**src/rtl/eth_pkg.sv**
```systemverilog
// Shared Ethernet framing constants, FSM state type and CRC-32 byte-step helper.
package eth_pkg;

   localparam logic [31:0] CRC32_POLY_R  = 32'hEDB88320;
   localparam logic [31:0] CRC32_INIT    = 32'hFFFFFFFF;
   localparam logic [7:0]  PREAMBLE_BYTE = 8'h55;
   localparam logic [7:0]  SFD_BYTE      = 8'hD5;
   localparam int          PREAMBLE_LEN  = 7;

   typedef enum logic [2:0] {
      ST_IDLE = 3'd0,
      ST_PRE  = 3'd1,
      ST_SFD  = 3'd2,
      ST_DATA = 3'd3,
      ST_PAD  = 3'd4,
      ST_FCS  = 3'd5,
      ST_IFG  = 3'd6
   } tx_state_e;

   // Advance a reflected CRC-32 register by one byte, data bit 0 first.
   function automatic logic [31:0] crc32_step8(input logic [31:0] crc, input logic [7:0] data);
      logic [31:0] c;
      c = crc;
      for (int i = 0; i < 8; i++) begin
         if ((c[0] ^ data[i]) == 1'b1) begin
            c = {1'b0, c[31:1]} ^ CRC32_POLY_R;
         end else begin
            c = {1'b0, c[31:1]};
         end
      end
      return c;
   endfunction

endpackage

```
**src/rtl/crc32_d8.sv**
```systemverilog
// Combinational next-CRC for one byte; shared with the receive-side checker.
import eth_pkg::*;

module crc32_d8 (
   input  logic [31:0] crc_in,
   input  logic [7:0]  data,
   output logic [31:0] crc_out
);

   // one byte of reflected CRC-32 update
   always_comb begin
      crc_out = crc32_step8(crc_in, data);
   end

endmodule

```
**src/rtl/add_crc.sv**
```systemverilog
// Transmit framer: preamble, SFD, payload, zero pad, CRC-32 FCS and inter-frame gap
// onto a GMII byte stream. Underrun (stream gap in DATA) closes the frame with a
// deliberately corrupted FCS flagged on tx_err.
import eth_pkg::*;

module add_crc #(
   parameter int MIN_FRAME = 60,
   parameter int IFG_LEN   = 12
) (
   input  logic       tx_clk,
   input  logic       rst_n,
   input  logic [7:0] raw_data,
   input  logic       raw_valid,
   input  logic       raw_last,
   output logic       raw_ready,
   output logic [7:0] tx_data,
   output logic       tx_en,
   output logic       tx_err,
   output logic       busy
);

   localparam logic [10:0] CNT_MAX     = 11'h7FF;
   localparam logic [11:0] MIN_FRAME_C = 12'(MIN_FRAME);
   localparam logic [2:0]  PRE_LAST    = 3'(PREAMBLE_LEN - 2);
   localparam logic [7:0]  IFG_LAST    = 8'(IFG_LEN - 1);

   tx_state_e   state_r, state_s;
   logic [2:0]  pre_cnt_r, pre_cnt_s;
   logic [1:0]  fcs_cnt_r, fcs_cnt_s;
   logic [7:0]  ifg_cnt_r, ifg_cnt_s;
   logic [10:0] byte_cnt_r, byte_cnt_s;
   logic [10:0] byte_inc_s;
   logic [31:0] crc_r, crc_s;
   logic [31:0] crc_next_s;
   logic [31:0] fcs_s;
   logic [7:0]  crc_din_s;
   logic [7:0]  fcs_byte_s;
   logic        uf_r, uf_s;

   logic [7:0]  tx_data_s;
   logic        tx_en_s;
   logic        tx_err_s;
   logic        raw_ready_s;
   logic        busy_s;

   crc32_d8 u_crc32_d8 (
      .crc_in  (crc_r),
      .data    (crc_din_s),
      .crc_out (crc_next_s)
   );

   // CRC input byte, saturating byte counter and current FCS byte
   always_comb begin
      crc_din_s  = (state_r == ST_DATA) ? raw_data : 8'h00;
      byte_inc_s = (byte_cnt_r == CNT_MAX) ? CNT_MAX : (byte_cnt_r + 11'd1);
      fcs_s      = uf_r ? crc_r : ~crc_r;
      case (fcs_cnt_r)
         2'd0:    fcs_byte_s = fcs_s[7:0];
         2'd1:    fcs_byte_s = fcs_s[15:8];
         2'd2:    fcs_byte_s = fcs_s[23:16];
         2'd3:    fcs_byte_s = fcs_s[31:24];
         default: fcs_byte_s = 8'h00;
      endcase
   end

   // framer FSM: next state, counters, CRC and next output values
   always_comb begin
      state_s     = state_r;
      pre_cnt_s   = pre_cnt_r;
      fcs_cnt_s   = fcs_cnt_r;
      ifg_cnt_s   = ifg_cnt_r;
      byte_cnt_s  = byte_cnt_r;
      crc_s       = crc_r;
      uf_s        = uf_r;
      tx_data_s   = 8'h00;
      tx_en_s     = 1'b0;
      tx_err_s    = 1'b0;
      raw_ready_s = 1'b0;
      case (state_r)
         ST_IDLE: begin
            if (raw_valid) begin
               state_s    = ST_PRE;
               pre_cnt_s  = 3'd0;
               byte_cnt_s = 11'd0;
               crc_s      = CRC32_INIT;
               uf_s       = 1'b0;
               tx_en_s    = 1'b1;
               tx_data_s  = PREAMBLE_BYTE;
            end else begin
               state_s = ST_IDLE;
            end
         end
         ST_PRE: begin
            tx_en_s   = 1'b1;
            tx_data_s = PREAMBLE_BYTE;
            if (pre_cnt_r == PRE_LAST) begin
               state_s = ST_SFD;
            end else begin
               pre_cnt_s = pre_cnt_r + 3'd1;
            end
         end
         ST_SFD: begin
            tx_en_s     = 1'b1;
            tx_data_s   = SFD_BYTE;
            raw_ready_s = 1'b1;
            state_s     = ST_DATA;
         end
         ST_DATA: begin
            tx_en_s = 1'b1;
            if (raw_valid) begin
               tx_data_s  = raw_data;
               crc_s      = crc_next_s;
               byte_cnt_s = byte_inc_s;
               if (raw_last) begin
                  fcs_cnt_s = 2'd0;
                  if ({1'b0, byte_inc_s} < MIN_FRAME_C) begin
                     state_s = ST_PAD;
                  end else begin
                     state_s = ST_FCS;
                  end
               end else begin
                  raw_ready_s = 1'b1;
               end
            end else begin
               // stream gap: the slot becomes the first (uninverted) FCS byte
               uf_s      = 1'b1;
               tx_err_s  = 1'b1;
               tx_data_s = crc_r[7:0];
               fcs_cnt_s = 2'd1;
               state_s   = ST_FCS;
            end
         end
         ST_PAD: begin
            tx_en_s    = 1'b1;
            tx_data_s  = 8'h00;
            crc_s      = crc_next_s;
            byte_cnt_s = byte_inc_s;
            if ({1'b0, byte_inc_s} >= MIN_FRAME_C) begin
               fcs_cnt_s = 2'd0;
               state_s   = ST_FCS;
            end else begin
               state_s = ST_PAD;
            end
         end
         ST_FCS: begin
            tx_en_s   = 1'b1;
            tx_err_s  = uf_r;
            tx_data_s = fcs_byte_s;
            if (fcs_cnt_r == 2'd3) begin
               ifg_cnt_s = 8'd0;
               state_s   = ST_IFG;
            end else begin
               fcs_cnt_s = fcs_cnt_r + 2'd1;
            end
         end
         ST_IFG: begin
            if (ifg_cnt_r == IFG_LAST) begin
               state_s = ST_IDLE;
            end else begin
               ifg_cnt_s = ifg_cnt_r + 8'd1;
            end
         end
         default: begin
            state_s = ST_IDLE;
         end
      endcase
      busy_s = (state_s != ST_IDLE);
   end

   // FSM state, counters and CRC register
   always_ff @(posedge tx_clk or negedge rst_n) begin
      if (!rst_n) begin
         state_r    <= ST_IDLE;
         pre_cnt_r  <= 3'd0;
         fcs_cnt_r  <= 2'd0;
         ifg_cnt_r  <= 8'd0;
         byte_cnt_r <= 11'd0;
         crc_r      <= CRC32_INIT;
         uf_r       <= 1'b0;
      end else begin
         state_r    <= state_s;
         pre_cnt_r  <= pre_cnt_s;
         fcs_cnt_r  <= fcs_cnt_s;
         ifg_cnt_r  <= ifg_cnt_s;
         byte_cnt_r <= byte_cnt_s;
         crc_r      <= crc_s;
         uf_r       <= uf_s;
      end
   end

   // registered GMII outputs and upstream handshake
   always_ff @(posedge tx_clk or negedge rst_n) begin
      if (!rst_n) begin
         tx_data   <= 8'h00;
         tx_en     <= 1'b0;
         tx_err    <= 1'b0;
         raw_ready <= 1'b0;
         busy      <= 1'b0;
      end else begin
         tx_data   <= tx_data_s;
         tx_en     <= tx_en_s;
         tx_err    <= tx_err_s;
         raw_ready <= raw_ready_s;
         busy      <= busy_s;
      end
   end

endmodule
```
**config.mk**
```make
export PLATFORM = sky130hd
export DESIGN_NAME = add_crc
export DESIGN_NICKNAME = d
export VERILOG_FILES = /design/src/rtl/eth_pkg.sv /design/src/rtl/crc32_d8.sv /design/src/rtl/add_crc.sv
export SDC_FILE = /design/constraint.sdc
export NUM_CORES = 1
export LEC_CHECK = 0
export CORE_ASPECT_RATIO = 1.4
export CORE_MARGIN = 3
export CORE_UTILIZATION = 50
export CTS_BUF_LIST = sky130_fd_sc_hd__clkbuf_16
export CTS_CLUSTER_SIZE = 40
export DETAILED_ROUTE_END_ITERATION = 8
export GPL_ROUTABILITY_DRIVEN = 0
export PLACE_DENSITY_LB_ADDON = 0.2
export SYNTH_ARGS = -nofsm -noshare
export SYNTH_HDL_FRONTEND = slang
export SYNTH_SLANG_ARGS = --single-unit
```
**constraint.sdc**
```tcl
create_clock -name tx_clk -period 3.3 [get_ports tx_clk]
set_input_delay 0.825 -clock tx_clk [delete_from_list [all_inputs] [get_ports tx_clk]]
set_output_delay 0.825 -clock tx_clk [all_outputs]
set_load 0.05 [all_outputs]
```
# Word-level counts from Yosys, hierarchy flattened
# Cells that the tools add are included.
totals:
  regBits: 72
  in_bits: 12
  out_inout_bits: 12
  word_cells: 121
classes:
  addsub: 4
  order_cmp: 2
  n_eq_ne: 21
  muxes: 51
  n_bitwise: 17
  n_reduce_logical: 14
op_table:
  columns: ["operator", "count"]
  rows:
  - ["2-to-1 mux 32 bit", 11]
  - ["NOT 13 -> 14 bit", 8]
  - ["case mux 32 bit (3 select lines)", 1]
  - ["case mux 8 bit (5 select lines)", 1]
  - ["2-to-1 mux 11 bit", 3]
  - ["case mux 11 bit (3 select lines)", 1]
  - ["2-to-1 mux 8 bit", 4]
  - ["NOT 32 bit", 1]
  - ["case mux 8 bit (4 select lines)", 1]
  - ["2-to-1 mux 3 bit", 7]
  - ["case mux 3 bit (7 select lines)", 1]
  - ["inequality test 2 bit, second input constant", 8]
  - ["case mux 8 bit (2 select lines)", 1]
  - ["equality test 3 bit, second input constant", 4]
  - ["AND reduction 3 bit", 4]
  - ["adder 11 x 1 -> 11 bit, second input constant", 1]
  - ["equality test 11 bit, second input constant", 1]
  - ["greater-or-equal comparator 11 x 6 -> 1 bit, second input constant", 1]
  - ["< comparator 11 x 6 -> 1 bit, second input constant", 1]
  - ["2-to-1 mux 1 bit", 9]
  - ["nonzero test 3 bit", 3]
  - ["adder 8 x 1 -> 8 bit, second input constant", 1]
  - ["equality test 8 x 4 -> 1 bit, second input constant", 1]
  - ["2-to-1 mux 2 bit", 4]
  - ["other kinds (17)", 31]

# Longest topological paths before layout
logic_depth:
  word_depth: 20
  depth_mapped: 9
  depth_no_buf: 8

# Modules after synthesis
# Synthesis repeated with hierarchy kept, for this count alone.
hier_totals:
  hier_cells: 475
  hier_area_um2: 4783.3
by_module_without_submodules:
  columns: ["mod", "instances", "cells_per_inst", "area_each_um2", "seq_area_each_um2"]
  rows:
  - ["add_crc", 1, 405, 4013.8, 1841.8]
  - ["crc32_d8", 1, 70, 769.5, 0.0]

# Worst setup path before layout
# No wires, ideal clock.
synth_timing:
  kind: "input to register"
  startpoint: "in raw_data[4]"
  endpoint: "reg crc_r[20]"
  setup_ns: 0.073
  arrival_time_ns: 2.208
  required_time_ns: 3.227
  path_slack_ns: 1.019
  cell_stages: 6
  path_buffers: 0
  cell_sequence: "nand4b_2 xor2_4 xor3_1 xnor3_2 xnor2_1 a21oi_1"
synth_between:
  elab_chain_len: 10
synth_lines:
  columns: ["item", "line_no", "text"]
  rows:
  - ["start, declared", "add_crc.sv:12", "input logic [7:0] raw_data,"]
  - ["2-to-1 mux 8 bit *", "add_crc.sv:54", "crc_din_s = (state_r == ST_DATA) ? raw_data : 8'h00;"]
  - ["bitwise XOR 1 bit *", "eth_pkg.sv:25", "if ((c[0] ^ data[i]) == 1'b1) begin"]
  - ["2-to-1 mux 32 bit * (2 in series)", "eth_pkg.sv:25", null]
  - ["NOT 13 -> 14 bit (no line)", null, null]
  - ["2-to-1 mux 32 bit *", "eth_pkg.sv:25", null]
  - ["NOT 13 -> 14 bit (no line)", null, null]
  - ["2-to-1 mux 32 bit *", "eth_pkg.sv:25", null]
  - ["2-to-1 mux 32 bit", "add_crc.sv:110", "if (raw_valid) begin"]
  - ["case mux 32 bit (3 select lines) *", "add_crc.sv:79", "case (state_r)"]
  - ["end signal, assigned", "add_crc.sv:186", "crc_r <= crc_s;"]
  - ["end, declared", "add_crc.sv:33", "logic [31:0] crc_r, crc_s;"]
# Every way passes the cells marked *; elsewhere a longest branch is shown, timed or not. The select of a mux whose other input is x is not followed.
# A chain may end at the register's enable or synchronous reset.

# Worst setup path in the final report
layout_timing:
  startpoint: "in raw_data[0]"
  endpoint: "reg crc_r[19]"
layout_between:
  elab_chain_len: 17
  word_cells_on_any_way: 18
  cone_classes: "mux (11); bitwise (7)"
layout_lines:
  columns: ["item", "line_no"]
  rows:
  - ["2-to-1 mux 8 bit *", "add_crc.sv:54"]
  - ["bitwise XOR 1 bit *", "eth_pkg.sv:25"]
  - ["2-to-1 mux 32 bit * (2 in series)", "eth_pkg.sv:25"]
  - ["NOT 13 -> 14 bit (no line)", null]
  - ["2-to-1 mux 32 bit *", "eth_pkg.sv:25"]
  - ["NOT 13 -> 14 bit (no line)", null]
  - ["2-to-1 mux 32 bit * (2 in series)", "eth_pkg.sv:25"]
  - ["NOT 13 -> 14 bit (no line)", null]
  - ["2-to-1 mux 32 bit *", "eth_pkg.sv:25"]
  - ["NOT 13 -> 14 bit (no line)", null]
  - ["2-to-1 mux 32 bit *", "eth_pkg.sv:25"]
  - ["NOT 13 -> 14 bit (no line)", null]
  - ["2-to-1 mux 32 bit *", "eth_pkg.sv:25"]
  - ["2-to-1 mux 32 bit", "add_crc.sv:110"]
  - ["case mux 32 bit (3 select lines) *", "add_crc.sv:79"]
# Marks and branches as above.

==> impl_metrics.py <==
metrics = {
    "global_routing": {
        "antenna_found_initial": 0,
        "track_usage_pct": 24.5,
        "overflow": 0,
        "grt_start_max_net_pins": 42,
        "grt_pass1_vias": 3863,
        "grt_pass1_wl_um": 20300,
    },
    "logic_synthesis": {
        "syn-cell-area_um2": 4890,
        "synth_edf_count": 0,
        "yosys.area.top_type": "dfrtp_1",
        "synth.distinct_cells": 59,
        "seq_area_frac_synth_pct": 37.6,
        "yosys-top-cells-count": "82 x nor2_1, 51 x xnor2_1, 45 x a21oi_1",
        "synth_nets": 554,
        "synth-seq-cells": 72,
        "synth_warnings": 0,
        "synth-async-reset-ratio_pct": 100,
        "syn_inst": 534,
        "synth_flop_cell": "dfrtp_1",
        "syn_avg_cell_area_um2": 9.17,
        "netlist_top_cells_area": "dfrtp_1 20%, dfstp_2 17%, xnor2_1 9.1%",
        "synth_most_common_cell": "nor2_1",
        "synth_top_area_share_pct": 20.4,
    },
    "worst_hold_path": {
        "hold_path_depth": 2,
        "hp-class": "flop to flop",
        "hold_path_end": "byte_cnt_r[1]",
        "min_from": "byte_cnt_r[1]",
    },
    "die": {
        "fp.dieW_um": 89.6,
        "initial_utilization_pct": 51.5,
        "core_area_um2": 9510,
        "ios": 24,
        "die_h_um": 123,
        "die-area_um2": 11000,
        "row_count": 42,
    },
    "power": {
        "p_leak_nw": 2.27,
        "p_int_mw": 3.75,
        "pwr-share-comb_pct": 58.5,
        "clockPowerShare_pct": 15.3,
        "p_per_area_nw_per_um2": 1220,
        "switchingPower_mw": 3.09,
        "vdd_drop_max_mv": 0.604,
        "swShare_pct": 45.2,
        "power_frac_seq_pct": 26.3,
        "power_mw": 6.85,
    },
    "timing": {
        "slew_violations": 0,
        "hold_violations": 0,
        "rsz0062_at_grt": "false",
        "post-route-period-util_pct": 79.4,
        "finClkSkew_ns": 0.00574,
        "tightest_slew_ns": 0.954,
        "hold_slack_ns": 0.502,
        "fin_crit_ns": 2.62,
        "tns_ns": 0,
        "maxSlewHeadroom_pct": 36.4,
        "fmax_mhz": 381,
        "setup_violations": 0,
    },
    "clocking": {
        "cts_hold_buf": 0,
        "root_buffer": "clkbuf_16",
        "post_cts_buffers": 0,
        "h-tree-depth": 3,
        "clkLatencyLatePin_ns": 0.35,
        "cts_buffer_depth": 2,
        "cts_buffers": 9,
        "path_clk_slew_ns": 0.06,
        "cts.sinks": 72,
        "cts_tree": "built",
        "cts_resized": 0,
    },
    "critical_path": {
        "cp_max_fo": 6,
        "start_kind": "input port",
        "cp.required_ns": 3.58,
        "reg2reg_slack_ns": 0.77,
        "r2r-start": "state_r[1]",
        "slowest_stage": "clkdlybuf4s50_1",
        "critPathArrivalTime_ns": 2.90,
        "path_cells": "clkdlybuf4s50_1, xnor2_1, nor2_1, xnor2_1, xnor3_1, xnor2_1, a21oi_1",
        "criticalPathCategory": "input port to flop",
        "reg2reg_to": "crc_r[29]",
        "worstRegToRegCells": 6,
        "cpMostUsedCell": "xnor2_1",
        "critPathCaptureType": "flop",
        "slowest_delay_ns": 0.72,
    },
    "routing": {
        "drt-initial-drc-count": 335,
        "firstDrtPassIters": 6,
        "num_vias": 4003,
        "drc": 0,
        "vias_per_cell": 5.83,
        "finalWirelength_um": 12500,
        "antenna_left": 0,
        "routedWlPerCell_um": 18.2,
    },
    "placement": {
        "dpl.hpwl_um": 8850,
        "placed_area_um2": 5290,
        "buffer_ports.inserted": 23,
    },
    "final_layout": {
        "regArea_um2": 1840,
        "final_area_um2": 5600,
        "antennaDiodeCount": 0,
        "drive_gt1_share_pct": 15.3,
        "nets": 570,
        "finish.utilization_pct": 58.9,
        "fillCellCount": 842,
        "multi_input_area_um2": 2880,
        "area_growth_pct": 14.4,
    },
    "flow_run": {
        "maxCapViolations": 0,
    },
    "run_status": {
        "status": "finished clean",
    },
}
-- worst max-delay path by stage --
stage,from,to,slack (ns),cells after the start
after detailed placement,raw_data[0],crc_r[19],0.35,7
after CTS,raw_data[0],crc_r[19],0.71,7
after floorplan,raw_data[4],crc_r[20],1.02,6
after global routing,state_r[1],crc_r[2],0.53,6
final,raw_data[0],crc_r[19],0.68,7
after global placement,raw_data[0],crc_r[19],0.40,7
-- final cells by class --
type                    count  area share [%]
well taps                 132            2.95
repair buffers             37            6.35
clock inverters             7            1.54
multi-input cells         417            51.4
inverters                  13           0.872
flip-flops and latches     72            32.9
clock buffers               9            4.02
-- cells by family (layout without fill, tap and decap cells) --
family,count (synthesis),count (layout),synth area share [%]
AO/OA/AOI/OAI,130,130,16.2
adder cells (fa/ha/maj),8,8,2.05
XOR/XNOR,96,96,21.5
flip-flops,72,72,37.6
buffers and inverters,45,66,3.68
AND/OR/NAND/NOR,174,174,17.1
multiplexers,9,9,1.89
-- critical path: cells and delay by family --
kind / cells / cell delay [ns]
xor+xnor: 4 / 1.13
buf+inv: 1 / 0.72
compound gates: 1 / 0.14
simple gates: 1 / 0.08
-- placed cells by master, fill, tap and decap left out, types with 3 or more instances in the layout --
| master | n |
|---|---|
| mux2i_1 | 7 |
| xor2_2 | 3 |
| nand2_1 | 42 |
| clkdlybuf4s50_1 | 22 |
| o21ai_0 | 31 |
| and3_1 | 3 |
| a222oi_1 | 5 |
| xnor2_1 | 51 |
| o31ai_1 | 7 |
| ha_1 | 8 |
| nor2_1 | 82 |
| xor2_4 | 3 |
| inv_1 | 13 |
| clkbuf_16 | 9 |
| nor4b_1 | 3 |
| and2_1 | 4 |
| o32ai_1 | 3 |
| dfstp_2 | 32 |
| buf_4 | 12 |
| dfrtp_1 | 40 |
| o22ai_1 | 12 |
| nand4_1 | 4 |
| xor2_1 | 29 |
| nand3_1 | 9 |
| a22o_1 | 4 |
| a22oi_1 | 6 |
| a31oi_1 | 6 |
| a21oi_1 | 45 |
| nor3_1 | 8 |
| xnor2_2 | 3 |
-- sequential cells by signal, indices dropped and copies added, names as in the netlist --
signal      flops
byte_cnt_r     11
state_r         3
tx_data         8
crc_r          32
tx_en           1
fcs_cnt_r       2
ifg_cnt_r       8
tx_err          1
pre_cnt_r       3
raw_ready       1
busy            1
uf_r            1
-- power by group through the flow --
| stage | clock network [mW] | registers, mW | logic [mW] |
|---|---|---|---|
| finish | 1.05 | 1.80 | 4.00 |
| global route | 1.09 | 1.84 | 4.34 |
| CTS | 1.05 | 1.78 | 3.99 |
| detailed placement | 0 | 1.79 | 3.97 |
| global placement | 0 | 1.78 | 3.89 |
| floorplan | 0 | 1.73 | 3.05 |
-- per-stage QoR --
step | cells | worst slack [ns]
4_1_cts | 687 | 0.708
2_1_floorplan | 534 | 1.02
3_5_place_dp | 671 | 0.355
6_report | 687 | 0.678
5_1_grt | 687 | 0.529
3_3_place_gp | 671 | 0.403
-- metal layers --
metal | GRT usage, % | vias up | wire length (um)
met5 | 0 | - | 0
met4 | 10.7 | 0 | 344
met3 | 4.13 | 34 | 697
met2 | 37.7 | 146 | 6070
met1 | 33.5 | 1940 | 5400
li1 | - | 1883 | -
Power figures use the tool's default switching activity.
